==> config.mk <==
export PLATFORM = sky130hd
export DESIGN_NAME = dsm_ring_mem
export DESIGN_NICKNAME = d
export VERILOG_FILES = /design/src/rtl/dsm_pkg.sv /design/src/rtl/dsm_ring_mem.sv
export SDC_FILE = /design/constraint.sdc
export NUM_CORES = 1
export LEC_CHECK = 0
export BUFFER_PORTS_ARGS = -buffer_cell sky130_fd_sc_hd__buf_2
export CORE_MARGIN = 2
export CORE_UTILIZATION = 60
export CTS_CLUSTER_DIAMETER = 120
export DETAILED_ROUTE_END_ITERATION = 7
export HOLD_SLACK_MARGIN = 0.03
export PLACE_DENSITY = 0.79
export SYNTH_ARGS = -nofsm -noshare
export SYNTH_HDL_FRONTEND = slang
export SYNTH_SLANG_ARGS = --single-unit
==> constraint.sdc <==
create_clock -name clk -period 3.7 [get_ports clk]
set_clock_uncertainty 0.05 [all_clocks]
set_input_delay 0.74 -clock clk [delete_from_list [all_inputs] [get_ports clk]]
set_output_delay 0.74 -clock clk [all_outputs]
set_load 0.02 [all_outputs]
==> src/rtl/dsm_pkg.sv <==
// Shared types and default sizes for the DSM elastic sample buffer.
// Any module sized from these defaults agrees on sample width and index width.
package dsm_pkg;

  localparam int DSM_WIDTH = 4;
  localparam int DSM_DEPTH = 256;
  localparam int DSM_IDX_W = 8;

  typedef logic [DSM_WIDTH-1:0] dsm_sample_t;

  function automatic bit dsm_is_pow2(input int unsigned n);
    return (n != 0) && ((n & (n - 1)) == 0);
  endfunction

endpackage

==> src/rtl/dsm_ring_mem.sv <==
// Register-array storage for the DSM buffer: clocked write, combinational read.
// Contents are deliberately not reset; validity is tracked by the fill level.
module dsm_ring_mem
  import dsm_pkg::*;
#(
  parameter int WIDTH = DSM_WIDTH,
  parameter int DEPTH = DSM_DEPTH,
  parameter int IDX_W = DSM_IDX_W
) (
  input  logic             clk,
  input  logic             wr_en,
  input  logic [IDX_W-1:0] wr_addr,
  input  logic [WIDTH-1:0] wr_data,
  input  logic [IDX_W-1:0] rd_addr,
  output logic [WIDTH-1:0] rd_data
);

  logic [WIDTH-1:0] mem [DEPTH];

  always_ff @(posedge clk) begin
    if (wr_en) begin
      mem[wr_addr] <= wr_data;
    end
  end

  assign rd_data = mem[rd_addr];

endmodule

Word level (Yosys, flattened, before mapping)
Memory sizes are Yosys's and may differ from the RTL's.
Cells that the tools add are included.
{ "classes": {"mux": 2} }
{ "op_table": {"columns": ["cell", "n"], "rows": [
  ["$mux W1", 2]
]} }
{ "totals": {"reg_bits": 0, "word_cells": 3, "output_inout_bits": 4, "mem_count": 1, "ramBits": 1024} }
{ "mem_list": {"columns": ["memory", "depth", "width", "rd", "rd_clocked_by_memory_dff", "wr", "line_no", "rtl"], "rows": [
  ["mem", 256, 4, 1, 0, 1, "dsm_ring_mem.sv:18", "logic [WIDTH-1:0] mem [DEPTH];"]
]} }

Depth between registers and ports, before layout
{ "logic_depth": {"ltp_word": 2, "mapped_depth": 11} }

Least setup slack after synthesis
Ideal clock, no wire load.
{ "synth_timing": {"kind": "in2out", "from": "input rd_addr[0]", "to": "output rd_data[0]", "path_buffers": 5, "required_time_ns": 2.910, "cell_stages": 10, "arrival_ns": 2.668, "path_slack_ns": 0.242, "cell_sequence": "buf_6 buf_6 buf_6 buf_4 buf_4 mux4_2 o22ai_1 a21oi_1 o211ai_1 o211ai_1"} }
{ "synth_via": {"elab_chain_cells": 1} }
{ "synth_lines": {"columns": ["element", "line_no", "rtl"], "rows": [
  ["start: declaration", "dsm_ring_mem.sv:14", "input logic [IDX_W-1:0] rd_addr,"],
  ["$mem_v2 Z256 W4", null, null],
  ["end: declaration", "dsm_ring_mem.sv:15", "output logic [WIDTH-1:0] rd_data"]
]} }
Every way passes these cells.

Final worst setup path
{ "layout_timing": {"from": "input rd_addr[0]", "to": "output rd_data[2]"} }
The elaborated chain is that of the path after synthesis.

==> metrics.cfg <==
[run_status]
status = finished, violations left
violations = negative setup slack

[clocking]
root_buffer = clkbuf_16
clock_sinks = 1024
htreeDepth = 3
numCtsBuffers = 95
cts_buffer_depth = 3
ctsHoldBuffers = 0
path_clk_slew_ns = 0.06
cts_tree = built

[sta]
slew_headroom_pct = 41.5
worstMarginPinSlew_ns = 0.875
drv_slew = 0
fin_tns_setup_ns = -1.38
rsz0062_at_grt = true
post-route-period-util_pct = 111
finalWorstSetupSlack_ns = -0.409
finalSetupViolations = 4
final-hold-violation-count = 0
maxClockFrequency_mhz = 243
period_needed_ns = 4.11

[setup_path]
crit_type = in2out
cp_common_cell = buf_4
cp.required_ns = 2.91
cp-end-kind = primary output
cpPeakStageDelay_ns = 0.54
cp.buffers_inverters = 5
crit_chain = buf_16, buf_12, buf_6, mux4_2, a211oi_4, a2111oi_4, nor4_4, buf_4, o211ai_1, buf_4
path_max_fanout = 8
worstSetupStartpointType = primary input
crit_slowest_cell = mux4_2
critical_path.top_delay_family = buffers and inverters
worstPathArrival_ns = 3.32

[synthesis]
syn-cell-area_sq_um = 40600
async_flop_share_pct = 0
synth_edf_count = 1024
yosysMostFrequentCell = edfxtp_1
synth.distinct_cells = 41
syn_inst = 2047
synth_seq_cells = 1024
ys_top_cells_by_count = edfxtp_1 (1024), nor2_1 (275), mux4_2 (250), clkbuf_1 (68), mux2i_1 (65)
synth_nets = 2069
ys_seq_area_share_pct = 75.7
synth_top_area_share_pct = 75.7
yosys.area.top_type = edfxtp_1
yosys_warnings = 0
ys.flop_type = edfxtp_1
postSynthAreaPerCell_sq_um = 19.8
ys_top_cells_by_area = edfxtp_1 (76%), mux4_2 (14%), nor2_1 (2.5%)

[global_route]
grt_max_degree = 94
antenna_found_initial = 6
grt_pass1_vias = 22429
overflow = 0
grt_pass1_wl_microns = 149000
grt_util_all_layers_pct = 29.5

[hold_path]
worstHoldStart = wr_data[1]
holdPathEnd = mem[244][1]
whs_path_depth = 1
hold_class = in2reg

[power]
ir_drop_v = 0.000459
cellLeakagePower_nw = 14.6
power_density_nw_per_um2 = 517
fin_total_pwr_mw = 24.1

[route]
ant_nets = 0
drtIter0Drc = 3288
vias = 21869
first_pass_iters = 6
wl_microns = 103000
vias_per_cell = 6.88
wl_per_cell_microns = 32.3
drc = 0

[run]
cap_violations = 0

[placement]
hpwl_microns = 61000
port_buffers = 25
dp_cells = 2984
place.gp.congestion = 0.901

[final_layout]
syn2layout_area_growth_pct = 14.7
fillers = 3889
fin_nets = 2244
final_cells = 3179
layout-drive-gt1-share_pct = 28.3
largest-register = mem
largest_reg_flops = 1024
utilization_pct = 69.5
largest_registers = mem x1024

[die]
dieArea_sq_um = 69800
io_pins = 26
die_w_microns = 264
core_area_sq_um = 67000
die_h_microns = 264
std_cell_rows = 95
start_util_pct = 60.6

## routing by layer
metal / GRT usage [%] / up-vias / part of all wire, %
met3: 5.85 / 292 / 12
met5: 0 / - / 0.0068
met1: 39.9 / 11213 / 35
met4: 13.3 / 2 / 4.9
li1: - / 8718 / -
met2: 47.5 / 1644 / 49
## timing repair
item | 4_1_cts | 5_1_grt
cloned | 4 | 0
gates resized for setup | 68 | 32
endpoints found under the setup margin | 4 | 4
setup buffers | 8 | 2
pin swaps | 11 | 10
## cells by family (layout without fill, tap and decap cells)
logic type	Yosys count	in the layout	share of synthesized area, %
mux	321	321	15.6
buf+inv	130	381	1.72
compound gates	125	125	2.16
flops	1024	1024	75.7
other cells	0	8	0
simple gates	447	447	4.74
## through the flow
stage / worst slack [ns] / area (sq um) / hold slack [ns]
final: -0.409 / 46600 / 0.524
after global routing: -0.361 / 46600 / 0.543
after CTS: -0.204 / 46400 / 0.523
after detailed placement: -0.715 / 42700 / 1.21
after global placement: -0.639 / 42700 / 1.19
after floorplan: 0.242 / 40600 / 0.789
## placed cells by master (no fill, tap or decap), types with 25 or more instances in the layout
master	netlist	final
mux2i_1	65	62
mux4_2	250	250
a22oi_1	32	28
nand3_1	39	39
buf_4	11	137
nor2_1	275	275
clkbuf_16	0	99
edfxtp_1	1024	1024
nor2b_1	26	25
nand2_1	55	53
buf_12	0	29
## how the worst max path moves through the flow
stage,slack (ns),depth (start not counted),from,to
2_1_floorplan,0.24,10,rd_addr[0],rd_data[0]
3_3_place_gp,-0.64,9,rd_addr[0],rd_data[2]
3_5_place_dp,-0.71,9,rd_addr[0],rd_data[2]
4_1_cts,-0.20,10,rd_addr[0],rd_data[2]
5_1_grt,-0.36,10,rd_addr[0],rd_data[2]
6_report,-0.41,10,rd_addr[0],rd_data[2]
## power by group
part           leakage, nW  internal [mW]  total, mW  switching, mW
sequential            9.20           12.8       12.8        0.00772
clock                 1.52           5.60       9.88           4.28
combinational         3.88          0.573       1.42          0.848
total                 14.6           18.9       24.1           5.14
## final cells by class
type	count	area [sq um]	share of cell area (%)
inverter	2	7.51	0.0161
clock buffer	113	2530	5.43
multi-input combinational	893	9490	20.4
timing repair buffer	206	2100	4.51
antenna	8	20.0	0.0430
clock inverter	60	589	1.27
tap	873	1090	2.35
sequential	1024	30700	66.0
(Power assumes the default switching activity.)
